[config.mk]
export PLATFORM = sky130hd
export DESIGN_NAME = display_scheduler_flat
export DESIGN_NICKNAME = d
export VERILOG_FILES = /design/src/rtl/display_scheduler_if.sv /design/src/rtl/display_scheduler.sv /design/src/flat_wrapper.sv
export SDC_FILE = /design/constraint.sdc
export NUM_CORES = 1
export LEC_CHECK = 0
export CAP_MARGIN = 20
export CORE_MARGIN = 1
export CORE_UTILIZATION = 56
export CTS_CLUSTER_DIAMETER = 120
export DETAILED_ROUTE_END_ITERATION = 8
export PLACE_DENSITY = 0.88
export SLEW_MARGIN = 10
export SYNTH_ARGS = -nofsm -noshare
export SYNTH_HDL_FRONTEND = slang
export SYNTH_SLANG_ARGS = --single-unit
[constraint.sdc]
create_clock -name clk -period 2.3 [get_ports clk]
set_clock_uncertainty 0.1 [all_clocks]
set_input_delay 0.46 -clock clk [delete_from_list [all_inputs] [get_ports clk]]
set_output_delay 0.46 -clock clk [all_outputs]
set_load 0.005 [all_outputs]
[src/rtl/display_scheduler_if.sv]
// rtl/display_scheduler_if.sv - page request/grant signals between switches, USB display register and decoder.
interface display_scheduler_if;
  logic       clk_en;
  logic [2:0] sw_sel;
  logic       auto_en;
  logic       host_wr;
  logic       host_release;
  logic [1:0] page;
  logic       host_active;
  logic       page_stb;

  modport master (
    output clk_en, sw_sel, auto_en, host_wr, host_release,
    input  page, host_active, page_stb
  );

  modport slave (
    input  clk_en, sw_sel, auto_en, host_wr, host_release,
    output page, host_active, page_stb
  );
endinterface

[src/rtl/display_scheduler.sv]
// rtl/display_scheduler.sv - arbitrates display pages between clock view, switches and host writes.
module display_scheduler #(
  parameter int PAGE_TICKS   = 300,
  parameter int HOST_TIMEOUT = 500
) (
  input  logic                clk,
  input  logic                reset_n,
  display_scheduler_if.slave  bus
);

  typedef enum logic [1:0] {
    M_DEFAULT = 2'd0,
    M_AUTO    = 2'd1,
    M_MANUAL  = 2'd2,
    M_HOST    = 2'd3
  } mode_t;

  localparam int TW = (PAGE_TICKS > 1) ? $clog2(PAGE_TICKS) : 1;
  localparam int HW = (HOST_TIMEOUT > 0) ? $clog2(HOST_TIMEOUT + 1) : 1;
  localparam logic [TW-1:0] TICK_LAST = TW'(PAGE_TICKS - 1);
  localparam logic [HW-1:0] HOST_LOAD = HW'(HOST_TIMEOUT);

  mode_t         r_mode;
  logic [1:0]    r_page;
  logic          r_host_active;
  logic          r_page_stb;
  logic [TW-1:0] r_tcnt;
  logic [HW-1:0] r_hcnt;

  mode_t         w_mode;
  logic [1:0]    w_page;
  logic [1:0]    w_manual_page;
  logic          w_host_active;
  logic          w_page_stb;
  logic [TW-1:0] w_tcnt;
  logic [HW-1:0] w_hcnt;

  always_ff @(posedge clk or negedge reset_n) begin
    if (!reset_n) begin
      r_mode        <= M_DEFAULT;
      r_page        <= 2'd0;
      r_host_active <= 1'b0;
      r_page_stb    <= 1'b0;
      r_tcnt        <= '0;
      r_hcnt        <= '0;
    end else begin
      r_mode        <= w_mode;
      r_page        <= w_page;
      r_host_active <= w_host_active;
      r_page_stb    <= w_page_stb;
      r_tcnt        <= w_tcnt;
      r_hcnt        <= w_hcnt;
    end
  end

  always_comb begin
    w_mode        = M_DEFAULT;
    w_page        = r_page;
    w_tcnt        = r_tcnt;
    w_host_active = r_host_active;
    w_hcnt        = r_hcnt;
    w_manual_page = 2'd1;

    if (bus.sw_sel[2])      w_manual_page = 2'd3;
    else if (bus.sw_sel[1]) w_manual_page = 2'd2;

    if (r_host_active)            w_mode = M_HOST;
    else if (bus.sw_sel != 3'd0)  w_mode = M_MANUAL;
    else if (bus.auto_en)         w_mode = M_AUTO;

    // In HOST the page is frozen so the grant edges alone raise page_stb.
    case (w_mode)
      M_HOST:   w_page = r_page;
      M_MANUAL: w_page = w_manual_page;
      M_AUTO: begin
        if (r_mode != M_AUTO) begin
          w_page = 2'd0;
          w_tcnt = '0;
        end else if (bus.clk_en) begin
          if (r_tcnt == TICK_LAST) begin
            w_page = r_page + 2'd1;
            w_tcnt = '0;
          end else begin
            w_tcnt = r_tcnt + TW'(1);
          end
        end
      end
      default:  w_page = 2'd0;
    endcase

    // A write outranks both release and a same-cycle timeout decrement.
    if (bus.host_wr) begin
      w_host_active = 1'b1;
      w_hcnt        = HOST_LOAD;
    end else if (bus.host_release) begin
      w_host_active = 1'b0;
    end else if (r_host_active && (HOST_TIMEOUT != 0) && bus.clk_en) begin
      if (r_hcnt == HW'(1)) begin
        w_hcnt        = '0;
        w_host_active = 1'b0;
      end else begin
        w_hcnt = r_hcnt - HW'(1);
      end
    end

    w_page_stb = (w_page != r_page) || (w_host_active != r_host_active);
  end

  assign bus.page        = r_page;
  assign bus.host_active = r_host_active;
  assign bus.page_stb    = r_page_stb;

endmodule

[src/flat_wrapper.sv]
// flat-port wrapper written by rule: the top's interface ports become plain ports
module display_scheduler_flat 
#(
  parameter int PAGE_TICKS   = 300,
  parameter int HOST_TIMEOUT = 500
)
  (clk, reset_n, bus_clk_en, bus_sw_sel, bus_auto_en, bus_host_wr, bus_host_release, bus_page, bus_host_active, bus_page_stb);
  display_scheduler_if bus_i ();
  input  logic clk;
  input  logic reset_n;
  input wire logic [$bits(bus_i.clk_en)-1:0] bus_clk_en;
  input wire logic [$bits(bus_i.sw_sel)-1:0] bus_sw_sel;
  input wire logic [$bits(bus_i.auto_en)-1:0] bus_auto_en;
  input wire logic [$bits(bus_i.host_wr)-1:0] bus_host_wr;
  input wire logic [$bits(bus_i.host_release)-1:0] bus_host_release;
  output wire logic [$bits(bus_i.page)-1:0] bus_page;
  output wire logic [$bits(bus_i.host_active)-1:0] bus_host_active;
  output wire logic [$bits(bus_i.page_stb)-1:0] bus_page_stb;
  assign bus_i.clk_en = bus_clk_en;
  assign bus_i.sw_sel = bus_sw_sel;
  assign bus_i.auto_en = bus_auto_en;
  assign bus_i.host_wr = bus_host_wr;
  assign bus_i.host_release = bus_host_release;
  assign bus_page = bus_i.page;
  assign bus_host_active = bus_i.host_active;
  assign bus_page_stb = bus_i.page_stb;
  display_scheduler #(.PAGE_TICKS(PAGE_TICKS), .HOST_TIMEOUT(HOST_TIMEOUT)) u_core (.clk(clk), .reset_n(reset_n), .bus(bus_i));
endmodule
==> results.yml <==
clock_network:
  clock_latency_ns: 0.31
  cts.sinks: 24
  clk_path_buf_depth: 2
  post_cts_resized: 0
  clkTransAtPathRegs_ns: 0.13
  numCtsBuffers: 3
  hold_buffers: 0
  h-tree-depth: 1
  cts-root-buf: "clkbuf_4"
  post_cts_buffers: 0
  cts_tree: "yes"
critical_path:
  reg2reg_depth: 5
  cp_cell_sequence: "clkdlybuf4s50_1"
  cp_data_arrival_time_ns: 1.48
  required_ns: 1.74
  endpoint_kind: "primary output"
  reg2reg_from: "u_core.r_tcnt[0]"
  critPathMaxFanout: 13
  worstSetupPathType: "flop to primary output"
  crit_family: "flip-flops"
  critical-path-max-stage-delay_ns: 0.59
  start_kind: "flop"
  worst-path-buf-inv: 1
  rr_endpoint: "u_core.r_tcnt[7]"
  reg2reg_slack_ns: 0.46
  critPathSlowestCell: "dfrtp_1"
final_layout:
  instances_no_fill: 201
  finalCoreUtilization_pct: 68.04
  area_growth_pct: 14.89
  diodes: 0
  layout-drive-gt1-share_pct: 12.87
  layout.nets: 184
  layout.cells.most_common_list: "24 x dfrtp_1, 12 x clkdlybuf4s50_1, 10 x nor2_1, 8 x nand3_1"
  final_common_cell: "dfrtp_1"
drt:
  drtIter0Drc: 30
  first_pass_iters: 4
  wl_per_cell_um: 14.82
  viasPerCell: 6.224
  wirelength_mm: 2.978
  drcViolationCount: 0
  antenna_left: 0
  vias: 1251
yosys:
  ys_seq_area_share_pct: 41.31
  syn_inst: 153
  synth_seq_cells: 24
  syn-mean-instance-area_um2: 9.503
  yosys.area_share.simple_pct: 30.46
  synth_compound_area_share_pct: 21.77
  syn_nets: 165
  synthArstFlopShare_pct: 100.0
  synth_edf_count: 0
  yosys.area.top_type: "dfrtp_1"
  synth.area.top_cells: "dfrtp_1 41%, nor4b_4 3.3%, a211o_1 3.0%, nand3_1 2.8%, a21o_1 2.6%"
  ys.flop_type: "dfrtp_1"
  synth_top_family_by_area: "simple AND/OR/NAND/NOR gates"
  yosysUniqueCellTypes: 44
  yosys_warnings: 0
  synth_top_area_share_pct: 41.31
  synthXorXnorAreaFrac_pct: 0
  syn_area_mm2: 0.001454
  synth_fa_ha_area_share_pct: 2.582
  synth_mux_area_share_pct: 0
sta:
  period_needed_ns: 2.043
  fmax_ghz: 0.4896
  slew-limit-headroom_pct: 72.61
  hold_viol_final: 0
  worst_slew_pin_slew_ns: 0.4100
  setup_viol_count_final: 0
  setup_tns_ns: 0
  setup_ws_ns: 0.2575
  fin_crit_sh_pct: 88.81
  holdWs_ns: 0.3855
  maxSlewViolCount: 0
  rsz0062_at_grt: "no"
die:
  die_height_um: 52.96
  rows: 18
  num_io_pins: 13
  die_x_um: 52.96
  die-area_mm2: 0.002804
  core_area_mm2: 0.002455
  start_util_pct: 59.23
grt:
  grt_pass1_wl_mm: 4.843
  grt_max_degree: 25
  first_global_vias: 1120
  overflow: 0
  antenna_found_initial: 0
  grt_use_total_pct: 23.40
power:
  p_leak_uw: 0.0006490
  ir_drop_mv: 0.4116
  power_density_mw_per_mm2: 486.9
placement:
  gp_congestion: 0.8500
  dp.cells: 197
  dpl.hpwl_mm: 2.214
  post-place-ws_ns: 0.002482
  io_buffers: 12
worst_hold_path:
  hp-class: "input port to asynchronous set/reset pin"
job:
  max-cap-violations: 0
status:
  outcome: "finished, final reports clean"
==> registers in the layout (all words and copies together) (netlist names) <==
name,count
u_core.r_mode,2
u_core.bus.page,2
u_core.bus.host_active,1
u_core.bus.page_stb,1
u_core.r_hcnt,9
u_core.r_tcnt,9
==> worst register-to-register path, stage by stage, from the launching register on <==
cell and delay (ns):
dfrtp_1 0.44, ha_1 0.25, nor4b_4 0.32, a21oi_2 0.18
and2b_1 0.25, a22o_1 0.21
==> how the worst max path moves through the flow <==
stage	from	cells past startpoint	end	slack (ns)
3_3_place_gp	bus_sw_sel[0]	5	u_core.r_tcnt[3]	0.08
4_1_cts	u_core.bus.host_active	1	bus_host_active	0.25
6_report	u_core.bus.host_active	1	bus_host_active	0.26
3_5_place_dp	bus_sw_sel[0]	6	u_core.r_tcnt[5]	0.002
5_1_grt	u_core.bus.host_active	1	bus_host_active	0.18
2_1_floorplan	bus_sw_sel[0]	5	u_core.r_tcnt[3]	0.61
==> stage by stage <==
step | cell area [um^2] | total power, uW
after global placement | 1634 | 594.5
after floorplan | 1454 | 534.7
after CTS | 1670 | 820.9
after detailed placement | 1634 | 600.3
final | 1670 | 813.3
after global routing | 1670 | 853.5
==> cells in the mapped netlist, types with 5 or more instances <==
library cell  number
nor3_1             7
nand3_1            8
nor2_1            10
a21o_1             5
nand2_1            7
nand2b_1           6
a211o_1            5
dfrtp_1           24
a21oi_1            7
nand4_1            6
inv_1              7
o21ai_0            6
==> metal layers <==
| layer | routed length (um) | up-vias | share of wire [%] | GRT usage [%] |
|---|---|---|---|---|
| met5 | 0 | - | 0 | 0 |
| met4 | 21 | 0 | 0.71 | 3.947 |
| met3 | 101 | 2 | 3.4 | 3.161 |
| met1 | 1395 | 604 | 47 | 32.42 |
| li1 | - | 615 | - | - |
| met2 | 1460 | 30 | 49 | 39.24 |
==> cell families after synthesis <==
group,count (synthesis)
DFF,24
adders and majority gates,3
AOI/OAI and AO/OA,43
buffers and inverters,12
and+or+nand+nor,71
==> layout make-up <==
| type | count | area, um^2 |
|---|---|---|
| clock buffer | 4 | 36.28 |
| fill | 186 | 784.5 |
| inverter | 7 | 26.28 |
| multi-input combinational | 117 | 797.0 |
| sequential | 24 | 600.6 |
| tap | 30 | 37.54 |
| timing repair buffer | 19 | 172.7 |
==> where the power goes <==
group          internal [uW]  total [uW]  switching (uW)
Sequential               444         469            25.2
Combinational           64.2         123            59.3
Clock                   96.8         221             124
Note: power is estimated with default switching activity, not from simulation.
